### config.mk
export PLATFORM = sky130hd
export DESIGN_NAME = keypad_scanner
export DESIGN_NICKNAME = d
export VERILOG_FILES = /design/src/rtl/keypad_scanner_pkg.sv /design/src/rtl/keypad_scanner_col_sync.sv /design/src/rtl/keypad_scanner.sv
export SDC_FILE = /design/constraint.sdc
export NUM_CORES = 1
export LEC_CHECK = 0
export BUFFER_PORTS_ARGS = -buffer_cell sky130_fd_sc_hd__buf_2
export CAP_MARGIN = 20
export CORE_MARGIN = 2
export CORE_UTILIZATION = 35
export DETAILED_ROUTE_END_ITERATION = 16
export HOLD_SLACK_MARGIN = 0.12
export PLACE_DENSITY = 0.49
export SLEW_MARGIN = 10
export SYNTH_ARGS = -nofsm -noshare
export SYNTH_HDL_FRONTEND = slang
export SYNTH_HIERARCHICAL = 1
export SYNTH_SLANG_ARGS = --single-unit
### constraint.sdc
create_clock -name clk -period 3.4 [get_ports clk]
set_clock_uncertainty 0.2 [all_clocks]
set_input_delay 0.68 -clock clk [delete_from_list [all_inputs] [get_ports clk]]
set_output_delay 0.68 -clock clk [all_outputs]
set_load 0.05 [all_outputs]
### src/rtl/keypad_scanner_pkg.sv
`default_nettype none
// +--------------------------------------------------------------------------+
// | keypad_pkg : shared types, matrix geometry and key codes for the scanner |
// | Revision   : 1.0                                                         |
// +--------------------------------------------------------------------------+
package keypad_pkg;

  localparam int ROWS  = 4;
  localparam int COLS  = 3;
  localparam int ROW_W = $clog2(ROWS);
  localparam int COL_W = $clog2(COLS);

  localparam logic [3:0] KEY_STAR = 4'hA;
  localparam logic [3:0] KEY_HASH = 4'hB;

  typedef enum logic [1:0] {
    ST_SCAN     = 2'd0,
    ST_DEBOUNCE = 2'd1,
    ST_EMIT     = 2'd2,
    ST_HOLD     = 2'd3
  } state_e;

  // Telephone layout: rows 0..2 hold 1..9, bottom row is '*', '0', '#'.
  function automatic logic [3:0] key_map(input logic [ROW_W-1:0] row,
                                         input logic [COL_W-1:0] col);
    logic [3:0] code;
    if (row == ROW_W'(ROWS - 1)) begin
      case (col)
        2'd0:    code = KEY_STAR;
        2'd1:    code = 4'd0;
        default: code = KEY_HASH;
      endcase
    end else begin
      code = 4'(row) * 4'd3 + 4'(col) + 4'd1;
    end
    return code;
  endfunction

  function automatic logic [ROWS-1:0] row_strobe(input logic [ROW_W-1:0] row);
    return ~(ROWS'(1) << row);
  endfunction

endpackage
`default_nettype wire

### src/rtl/keypad_scanner_col_sync.sv
`default_nettype none
// +--------------------------------------------------------------------------+
// | col_sync : multi-bit flop synchronizer, resets to all-ones (released)    |
// | Revision : 1.0                                                           |
// +--------------------------------------------------------------------------+
module col_sync #(
  parameter int WIDTH  = 3,
  parameter int STAGES = 2
) (
  input  logic             clk,
  input  logic             rst_n,
  input  logic [WIDTH-1:0] async_i,
  output logic [WIDTH-1:0] sync_o
);

  logic [STAGES-1:0][WIDTH-1:0] sync_q;

  always_ff @(posedge clk or negedge rst_n) begin
    if (!rst_n) begin
      sync_q <= '1;
    end else begin
      sync_q <= {sync_q[STAGES-2:0], async_i};
    end
  end

  assign sync_o = sync_q[STAGES-1];

endmodule
`default_nettype wire

### src/rtl/keypad_scanner.sv
`default_nettype none
// +--------------------------------------------------------------------------+
// | keypad_scanner : 4x3 matrix scan, debounce and one event per key press   |
// | Revision       : 1.0                                                     |
// +--------------------------------------------------------------------------+
module keypad_scanner
  import keypad_pkg::*;
#(
  parameter int SCAN_DWELL      = 4,
  parameter int DEBOUNCE_CYCLES = 4,
  parameter int SYNC_STAGES     = 2
) (
  input  logic            clk,
  input  logic            rst_n,
  output logic [ROWS-1:0] row_drive,
  input  logic [COLS-1:0] col_sense,
  output logic [3:0]      key,
  output logic            pressed,
  output logic            set_code
);

  localparam int CNT_MAX = (SCAN_DWELL > DEBOUNCE_CYCLES) ? SCAN_DWELL : DEBOUNCE_CYCLES;
  localparam int CNT_W   = $clog2(CNT_MAX + 1);
  localparam logic [CNT_W-1:0] DWELL_C  = CNT_W'(SCAN_DWELL);
  localparam logic [CNT_W-1:0] DEB_M1_C = CNT_W'(DEBOUNCE_CYCLES - 1);

  logic [COLS-1:0]  col_s;
  state_e           state_q;
  logic [ROW_W-1:0] row_q;
  logic [COL_W-1:0] col_q;
  logic [CNT_W-1:0] cnt_q;
  logic [ROWS-1:0]  row_drive_q;
  logic [3:0]       key_q;
  logic             pressed_q;
  logic             set_code_q;

  logic             hit;
  logic [COL_W-1:0] hit_col;
  logic [ROW_W-1:0] row_inc;
  logic [3:0]       code;
  logic             track_low;

  col_sync #(
    .WIDTH  (COLS),
    .STAGES (SYNC_STAGES)
  ) u_col_sync (
    .clk     (clk),
    .rst_n   (rst_n),
    .async_i (col_sense),
    .sync_o  (col_s)
  );

  // Descending scan so the lowest-index low column wins.
  always_comb begin
    hit     = 1'b0;
    hit_col = '0;
    for (int i = COLS - 1; i >= 0; i--) begin
      if (!col_s[i]) begin
        hit     = 1'b1;
        hit_col = COL_W'(i);
      end
    end
  end

  assign row_inc   = (row_q == ROW_W'(ROWS - 1)) ? '0 : row_q + 1'b1;
  assign code      = key_map(row_q, col_q);
  assign track_low = ~col_s[col_q];

  always_ff @(posedge clk or negedge rst_n) begin
    if (!rst_n) begin
      state_q     <= ST_SCAN;
      row_q       <= '0;
      col_q       <= '0;
      cnt_q       <= '0;
      row_drive_q <= '1;
      key_q       <= '0;
      pressed_q   <= 1'b0;
      set_code_q  <= 1'b0;
    end else begin
      pressed_q  <= 1'b0;
      set_code_q <= 1'b0;
      unique case (state_q)
        ST_SCAN: begin
          if (cnt_q < DWELL_C) begin
            cnt_q       <= cnt_q + 1'b1;
            row_drive_q <= row_strobe(row_q);
          end else if (hit) begin
            state_q <= ST_DEBOUNCE;
            col_q   <= hit_col;
            cnt_q   <= CNT_W'(1);
          end else begin
            row_q       <= row_inc;
            cnt_q       <= CNT_W'(1);
            row_drive_q <= row_strobe(row_inc);
          end
        end
        ST_DEBOUNCE: begin
          if (!track_low) begin
            state_q     <= ST_SCAN;
            row_q       <= row_inc;
            cnt_q       <= CNT_W'(1);
            row_drive_q <= row_strobe(row_inc);
          end else if (cnt_q >= DEB_M1_C) begin
            // Pulse registers are loaded here so they are high during EMIT.
            state_q <= ST_EMIT;
            cnt_q   <= '0;
            if (code == KEY_HASH) begin
              set_code_q <= 1'b1;
            end else if (code != KEY_STAR) begin
              key_q     <= code;
              pressed_q <= 1'b1;
            end
          end else begin
            cnt_q <= cnt_q + 1'b1;
          end
        end
        ST_EMIT: begin
          state_q <= ST_HOLD;
          cnt_q   <= '0;
        end
        ST_HOLD: begin
          if (track_low) begin
            cnt_q <= '0;
          end else if (cnt_q >= DEB_M1_C) begin
            state_q     <= ST_SCAN;
            row_q       <= row_inc;
            cnt_q       <= CNT_W'(1);
            row_drive_q <= row_strobe(row_inc);
          end else begin
            cnt_q <= cnt_q + 1'b1;
          end
        end
        default: state_q <= ST_SCAN;
      endcase
    end
  end

  assign row_drive = row_drive_q;
  assign key       = key_q;
  assign pressed   = pressed_q;
  assign set_code  = set_code_q;

endmodule
`default_nettype wire

# == Yosys cells after proc, flatten, opt, wreduce, memory -nomap -nowiden ==
# Cells that the tools add are included.
# totals
regBits,25
latchBits,0
ram_bits,0
romBits,0
in_bits,5
out_inout_bits,10
wordCells,93
mem_count,0
# classes
n_addsub,4
n_mul,1
n_div,0
order_cmp,3
eq_ne,15
shift,2
mux,45
n_bitwise,5
n_reduce_logical,8
# ops
op,n
$mux 2,15
$mux 4,6
$mux 3,5
$reduce_and 5->1,3
$mux 1,13
$ne 2x2->1 const B,6
$pmux 3 s4,1
$pmux 4 s3,1
$not 4->4,2
$pmux 2 s4,1
$pmux 4 s2,1
$shl 1x2->4 const A,2
$eq 2x2->1 const B,3
$ne 3x3->1 const B,2
$pmux 2 s3,1
$reduce_and 6->1,1
$add 4x1->4 const B,1
$add 4x2->4,1
$eq 2x1->1 const B,2
$eq 4x4->1 const B,1
$logic_not 2->1,2
$mul 2x2->4 const B,1
$ne 4x4->1 const B,1
$add 3x1->3 const B,1
other kinds (8),10

# == Longest topological paths before layout ==
# Gate-level depths: netlist (run 1).
# depth
depth_word,10
ltp_mapped,8
depth_no_buf,8

# == Modules after synthesis ==
# The synthesis (run 1) kept the hierarchy.
# by_module_without_submodules
mod,n_inst,cells_per_inst,area_each_um2,seq_area_each_um2
keypad_scanner,1,120,1253.7,480.5
col_sync,1,9,180.2,157.7

# == Worst setup path after synthesis (run 1) ==
# Ideal clock, no wire load.
# synth_path
path_kind,flip-flop to flip-flop
from,register row_q[0]
to,register key_q[0] (netlist: key[0])
setup_time_ns,0.128
t_arrival_ns,2.255
required_ns,3.072
slack_ns,0.817
path_stages_with_launch,8
n_path_buf,0
synth_period_minus_slack_ns,2.583
path_cell_list,dfrtp_1 -> fa_1 -> inv_1 -> fa_1 -> xor2_1 -> o211ai_1 -> nand4_2 -> mux2_1
# synth_via
elab_chain_cells,7
elab_cells_between_ends,9
classes_between,2 x add/sub; 1 x mul; 3 x eq/ne; 1 x mux; 1 x bitwise; 1 x reduce/logical
# synth_lines
element,line,source
from (decl),keypad_scanner.sv:29,logic [ROW_W-1:0] row_q;
from (signal assigned),keypad_scanner.sv:92,row_q <= row_inc;
from (signal assigned),keypad_scanner.sv:100,row_q <= row_inc;
from (signal assigned),keypad_scanner.sv:126,row_q <= row_inc;
$mul 2x2->4,keypad_scanner_pkg.sv:34,code = 4'(row) * 4'd3 + 4'(col) + 4'd1;
$add 4x2->4,keypad_scanner_pkg.sv:34,
$add 4x1->4,keypad_scanner_pkg.sv:34,
$mux 4 *,keypad_scanner_pkg.sv:27,if (row == ROW_W'(ROWS - 1)) begin
$eq 4x4->1,keypad_scanner.sv:107,if (code == KEY_HASH) begin
$not 1->1 (no line),--,
$reduce_and 5->1 (no line),--,
to (signal assigned),keypad_scanner.sv:110,key_q <= code;
to (decl),keypad_scanner.sv:33,logic [3:0] key_q;
# Mark *: on every way between the ends. The rest lies on a longest branch, timed or not.
# A chain may end at the register's enable or synchronous reset.

# == Worst setup path after layout (run 1) ==
# Ends and elaborated chain as after synthesis.

==> summary by stage, run 1 <==
Synth
The top cell type's share of synthesized area is a little over a quarter. Yosys attributes the largest share of cell area to sky130_fd_sc_hd__dfrtp_1 (26%), sky130_fd_sc_hd__dfstp_2 (18%), sky130_fd_sc_hd__ha_1 (7.9%), sky130_fd_sc_hd__mux2_2 (4.7%), sky130_fd_sc_hd__mux2i_1 (3.5%). The number of nets handed over by synthesis was roughly 150. Sequential elements use 44.5% of the synthesized area. The mapped netlist covers 1430 um^2. The proportion of synthesized flip-flops having asynchronous set or reset is 100%. The largest area contributor in the synthesized netlist is sky130_fd_sc_hd__dfrtp_1.

After synthesis the netlist holds a flip-flop and latch count of 25. The synthesized instance count is 129. The primary flip-flop cell chosen by synthesis mapping is sky130_fd_sc_hd__dfrtp_1. The cell with the most instances after synthesis is sky130_fd_sc_hd__dfrtp_1. Counting flops with a built-in enable in the synthesized netlist gives 0. After synthesis, the most frequently instantiated cells are sky130_fd_sc_hd__dfrtp_1 (15), sky130_fd_sc_hd__inv_1 (12), sky130_fd_sc_hd__dfstp_2 (10). During synthesis, Yosys emitted a total of 6 warnings.

Yosys mapped the design onto 47 distinct sky130hd cell types. The mean instance size in the synthesized netlist is 11.1 um^2.

STA
The final hold violation count came to 0. The setup slack after layout is 0.644 ns. The slew at the pin with the worst max-slew slack is between 0.6 and 0.7 ns. Setup repair after global routing left no endpoint under its margin. The total negative setup slack is 0 ns. The time the worst path needs with I/O delays and setup is 2.76 ns. The number of max-slew violations in the final report is 0. Measured against its own limit, the worst slew margin works out to between 50% and 60%. The setup-violating endpoint count in the final report is 0. The highest clock rate is 0.363 GHz. The worst path uses 81.1% of the clock period.

Placement
The pre-CTS worst setup slack is 0.667 ns. At the end of routability-driven placement, the weighted congestion stood at 0.803. The number of buffers inserted by port buffering is 14.

The HPWL after detailed placement is between 1.5 and 2 mm.

Drt
The mean number of vias per cell is about 5.2. The average wire per standard cell is 13.9 um. The violation count after the first detailed-routing iteration is 66. The first detailed-routing pass ran for 4 iterations. The aggregate routed wire length is 2.64 mm.

The overall via count from detail_route is 990. The remaining number of nets flagged by the antenna check after routing is 0. The count of unresolved DRC violations after routing is 0.

Global routing
Global routing used about 13% of the available tracks across all layers. The number of antenna violations at the first check in global routing is 0. The via count of the first global-routing pass is 968. The first global-routing pass estimated around 4.6 mm of wire. The largest net degree at the start of global routing is 26. The total overflow reported by the global router is 0.

Finish
Relative to the synthesized area, the layout overhead comes to 8.73%. The total inserted antenna cells is 0. Cells with a size suffix above 1 make up 29.3% of the layout. Fill cells in the final layout number 399. The layout net count is 157.

Hold path
The path category of the worst min-delay check is flop to flop.

Clock tree
The count of instances resized after the clock tree is built is 0. The hold buffer count at CTS is 0. Clock tree synthesis selected as its root buffer the cell sky130_fd_sc_hd__clkbuf_8. CTS built an H-tree with a depth of 1. The number of clock sinks is 25. The clock tree from TritonCTS is yes. The number of buffers created by CTS is 3. The number of buffers on the longest clock path is 2.

Once the clock tree was built, the setup fixing pass inserted 0 buffers. The clock insertion delay at the later pin of the skew report is roughly 0.26 ns. The clock slew seen by the registers of the worst setup and hold paths is 0.09 ns.

Setup path
The buffer and inverter count on the worst path is 1. The kind of critical path is flop to flop. STA classifies the critical path endpoint as a flop.

The maximum fanout along the worst path is 7. The cell with the largest stage delay on the worst path is sky130_fd_sc_hd__fa_1. The critical path goes through fa_1, inv_1, fa_1, xor2_1, o211ai_1, nand4_2, mux2_1. Grouping stages by cell kind, the critical path spends the most delay in adder cells.

Among the stages of the critical path, the cell type that occurs most often is sky130_fd_sc_hd__fa_1. STA puts the critical path data required time at 3.35 ns. The arrival time of the worst setup path is 2.71 ns.

The worst setup path is launched from a flop. In this design, the stage delay of the slowest critical-path cell is 0.59 ns.

Floorplanning
The die is 68.0 um tall. The floorplan step defined a die boundary enclosing about 4600 um^2. The die is 68.0 um wide. For this configuration, the core starts out at a cell density of between 30% and 40%.

The top-level port count is 15. The core footprint is ~4000 um^2. The number of standard-cell rows in the floorplan is 23.

Run
The max-cap check violation count is 0.

Run status
The flow ran to the end, and the final reports show no timing, DRC or antenna violations.
[registers in the layout (all words and copies together), names as in the netlist, named ones only]
| name | count |
|---|---|
| key | 4 |
| state_q | 1 |
| u_col_sync/sync_o | 3 |
| col_q | 2 |
| row_q | 2 |
| pressed | 1 |
| u_col_sync/sync_q | 3 |
| cnt_q | 3 |
| set_code | 1 |
| row_drive | 4 |
[stage by stage]
step,util (%),area (um^2),hold WS (ns),instances
final,39.3,1560,0.159,190
after detailed placement,38.1,1510,0.147,186
after global placement,38.1,1510,0.146,186
after floorplan,-,1430,0.145,129
after global routing,39.3,1560,0.162,190
after CTS,39.3,1560,0.160,190
[worst reg2reg max path, cell delays in order, from the launching register on]
cell and delay [ns]:
sky130_fd_sc_hd__dfrtp_1 0.47, sky130_fd_sc_hd__fa_1 0.59, sky130_fd_sc_hd__inv_1 0.06, sky130_fd_sc_hd__fa_1 0.40, sky130_fd_sc_hd__xor2_1 0.23, sky130_fd_sc_hd__o211ai_1 0.19
sky130_fd_sc_hd__nand4_2 0.18, sky130_fd_sc_hd__mux2_1 0.33
[per-layer routing]
layer	routed length, um	up-vias	global-route usage, %
li1	-	482	-
met5	0	-	0
met1	1280	491	18.9
met4	27	0	5.00
met2	1270	13	20.6
met3	65	4	2.14
[cell usage in the layout (no fill, tap or decap), types with 2 or more instances in the layout]
master	instances
sky130_fd_sc_hd__mux2_2	6
sky130_fd_sc_hd__nor3_1	2
sky130_fd_sc_hd__dfrtp_1	15
sky130_fd_sc_hd__nand2_1	6
sky130_fd_sc_hd__ha_1	9
sky130_fd_sc_hd__inv_1	12
sky130_fd_sc_hd__dfstp_2	10
sky130_fd_sc_hd__a21oi_1	3
sky130_fd_sc_hd__nand3_1	2
sky130_fd_sc_hd__a31oi_1	4
sky130_fd_sc_hd__clkbuf_8	3
sky130_fd_sc_hd__mux2i_1	5
sky130_fd_sc_hd__buf_2	14
sky130_fd_sc_hd__fa_1	2
sky130_fd_sc_hd__nor2_1	9
sky130_fd_sc_hd__o211ai_1	2
sky130_fd_sc_hd__mux2_1	2
sky130_fd_sc_hd__o21ai_0	5
[cells by family (layout without fill, tap and decap cells)]
logic type                 after synthesis  count (layout)  synth area share, %
muxes                                   13              13                 9.77
AOI/OAI and AO/OA                       31              31                 16.8
DFF                                     25              25                 44.5
buffers and inverters                   19              30                 6.81
and+or+nand+nor                         28              28                 10.1
adders and majority gates               12              12                 11.3
xor gates and xnor gates                 1               1                0.611
[worst paths after layout]
path / cells past startpoint / to / start / slack (ns)
setup / recovery: 7 / key[0] / row_q[0] / 0.64
hold / removal: 0 / u_col_sync/sync_o[0] / u_col_sync/sync_q[0] / 0.16
setup reg to reg: 7 / key[0] / row_q[0] / 0.64
hold reg to reg: 0 / u_col_sync/sync_o[0] / u_col_sync/sync_q[0] / 0.16
max in group asynchronous: 1 / row_drive[3] / rst_n / 2.43
min in group asynchronous: 1 / row_q[0] / rst_n / 0.20
[layout make-up]
cell class,count,area (um^2),share of cell area (%)
Inverter,12,45.0,2.89
Clock buffer,4,45.0,2.89
Timing Repair Buffer,14,70.1,4.49
Sequential cell,25,638,40.9
Tap cell,50,62.6,4.01
Multi-Input combinational cell,85,698,44.8
Power of run 1 is not shown: default switching activity piles up to over one toggle a cycle in this logic, so the estimate is an artifact.
==> run 2, diff against run 1 <==
Clock period 3.4 ns to 2.7 ns, I/O delays scaled along.
==> run 2 against run 1 <==
Core utilization up 1.7 points; first-iteration DRC count up 38%; clock-buffer cell count down 1; wire length up 3.9%; critical path type unchanged.
==> summary by stage, run 2 (synthesis gave the netlist of run 1 again) <==
Global routing
The number of antenna violations at the first check in global routing is 0 (unchanged). The via count of the first global-routing pass is 993 (was 968). The total overflow reported by the global router was 0 (unchanged).

The first-pass GRT wire length was 4.51 mm (was 4.59 mm). The overall routing resource usage is 13.2% (was 13.4%). The largest net degree at the start of global routing is 26 (unchanged).

Finish
Most frequent cells in the layout: sky130_fd_sc_hd__dfrtp_1 (15), sky130_fd_sc_hd__buf_2 (14), sky130_fd_sc_hd__inv_1 (12) (unchanged). The fraction of layout instances using a drive strength above 1 is 34.9% (was 29.3%). The area added between synthesis and finish is 13.4% (was 8.73%). The final non-filler cell total came to 196 (was 190). The filler cell count came to 390 (was 399).

The area occupied by registers is 638 um^2 (unchanged). The total inserted antenna cells is 0 (unchanged). The layout net count is 163 (was 157). The area occupied by multi-input gates came to 716 um^2 (was 698 um^2). The most common library cell in the layout ignoring fill and taps is sky130_fd_sc_hd__dfrtp_1 (unchanged).

Clock tree
The root buffer cell is sky130_fd_sc_hd__clkbuf_8 (unchanged). The number of buffers created by CTS came to 3 (unchanged). The clock tree from TritonCTS is yes (unchanged). The clock insertion delay at the later pin of the skew report is 0.27 ns (was 0.26 ns). The number of H-tree levels is 1 (unchanged). The number of buffers on the longest clock path is 2 (unchanged). The post-CTS setup buffer count was 0 (unchanged). The clock slew seen by the registers of the worst setup and hold paths is 0.09 ns (about the same).

The number of clock sinks came to 25 (unchanged).

Floorplanning
The core footprint is 3970 um^2 (unchanged). The starting density of the core is 36.1% (unchanged). The top-level port count is 15 (unchanged). The die outline area is 4620 um^2 (unchanged). The die outline height came to 68.0 um (unchanged). The die outline width came to 68.0 um (unchanged). The number of standard-cell rows in the floorplan was 23 (unchanged).

STA
The total negative setup slack is 0 ns (unchanged). RSZ-0062 raised after global routing: true (was false). The worst slew margin relative to its limit is 59.9% (was 59.8%). The highest clock rate is 0.382 GHz (was 0.363 GHz). The final hold violation count is 0 (unchanged). The setup-violating endpoint count in the final report is 0 (unchanged). The number of max-slew violations in the final report came to 0 (unchanged). The slew at the pin with the worst max-slew slack is 0.599 ns (was 0.601 ns). The time the worst path needs with I/O delays and setup is 2.62 ns (was 2.76 ns). The portion of the clock cycle consumed by the worst path in the final layout is 97.0% (was 81.1%).

Placement
The instance count after placement with tap cells included was 191 (was 186). The number of buffers inserted by port buffering is 14 (unchanged). The placer's final routability congestion estimate is 0.781 (was 0.803). The total half-perimeter wirelength after legalization and detailed placement was 2.03 mm (was 1.95 mm).

Setup path
The type of origin of the critical path is a flop (unchanged). The arrival time of the worst setup path was 2.58 ns (was 2.71 ns). The nature of the critical path endpoint is a flop (unchanged). The path depth of the worst reg2reg path was 7 (unchanged).

The worst endpoint required time is 2.66 ns (was 3.35 ns). The kind of critical path is flop to flop (unchanged). The maximum fanout along the worst path is 4 (was 7).

Drt
The overall via count from detail_route is 1002 (was 990). The number of detailed-routing iterations run before antenna repair came to 4 (unchanged). The count of unresolved DRC violations after routing is 0 (unchanged). The aggregate routed wire length is 2.74 mm (was 2.64 mm). The mean number of vias per cell is 5.11 (was 5.21). The remaining number of nets flagged by the antenna check after routing is 0 (unchanged). The violation count after the first detailed-routing iteration is 91 (was 66). The average wire per standard cell is 14.0 um (was 13.9 um).

Hold path
The cell count of the worst hold path is 1 (was 0). The path category of the worst min-delay check is primary input to flop (was flop to flop).

Run status
Run status: finished, final reports clean (unchanged).

Run
The max-cap check violation count is 0 (unchanged).
==> run 2: repair_timing <==
action,in CTS,in global routing
gates resized for setup,0,4
setup endpoints to repair,0,4
endpoints found under the hold margin,15,0
hold buffers,1,0
==> run 2: area by class of cell <==
type                       instances  area share [%]
clock buffer                       3            2.54
tap                               50            3.85
clock inverter                     1           0.308
timing repair buffer              20            7.24
sequential                        25            39.3
inverter                          12            2.77
multi-input combinational         85            44.0
==> run 2: path summary, 6_finish.rpt <==
kind                                      start                   end  slack [ns]
hold / removal                     col_sense[1]  u_col_sync/sync_q[1]        0.16
min in group asynchronous                 rst_n              col_q[0]        0.59
hold reg to reg            u_col_sync/sync_q[1]  u_col_sync/sync_o[1]        0.16
setup / recovery                       col_q[1]                key[2]        0.08
setup reg to reg                       col_q[1]                key[2]        0.08
max in group asynchronous                 rst_n          row_drive[1]        1.34
==> run 2: through the flow <==
stage	util (%)	worst slack [ns]	cell area, um^2	hold WS [ns]
floorplan	-	0.117	1430	0.0444
global placement	39.1	0.115	1550	0.146
detailed placement	39.1	0.0436	1550	0.147
CTS	40.5	0.0306	1610	0.155
global route	40.9	-0.0784	1630	0.145
finish	40.9	0.0803	1630	0.158
==> run 2: critical path: stages, from the launching register on <==
cell,delay (ns)
sky130_fd_sc_hd__dfrtp_1,0.42
sky130_fd_sc_hd__fa_1,0.56
sky130_fd_sc_hd__inv_1,0.06
sky130_fd_sc_hd__fa_1,0.50
sky130_fd_sc_hd__nor2_2,0.05
sky130_fd_sc_hd__o211ai_1,0.17
sky130_fd_sc_hd__nand4_2,0.21
sky130_fd_sc_hd__mux2_4,0.34
==> run 2: per-layer routing <==
metal  part of all wire, %  wire (um)  up-vias  global-route usage [%]
li1                      -          -      491                       -
met1                    49       1340      496                    17.6
met2                    47       1300       11                    21.8
met3                   2.8         78        4                    2.30
met4                   1.0         28        0                    3.75
met5                     0          0        -                       0
Power of run 2 is left out for the same reason.
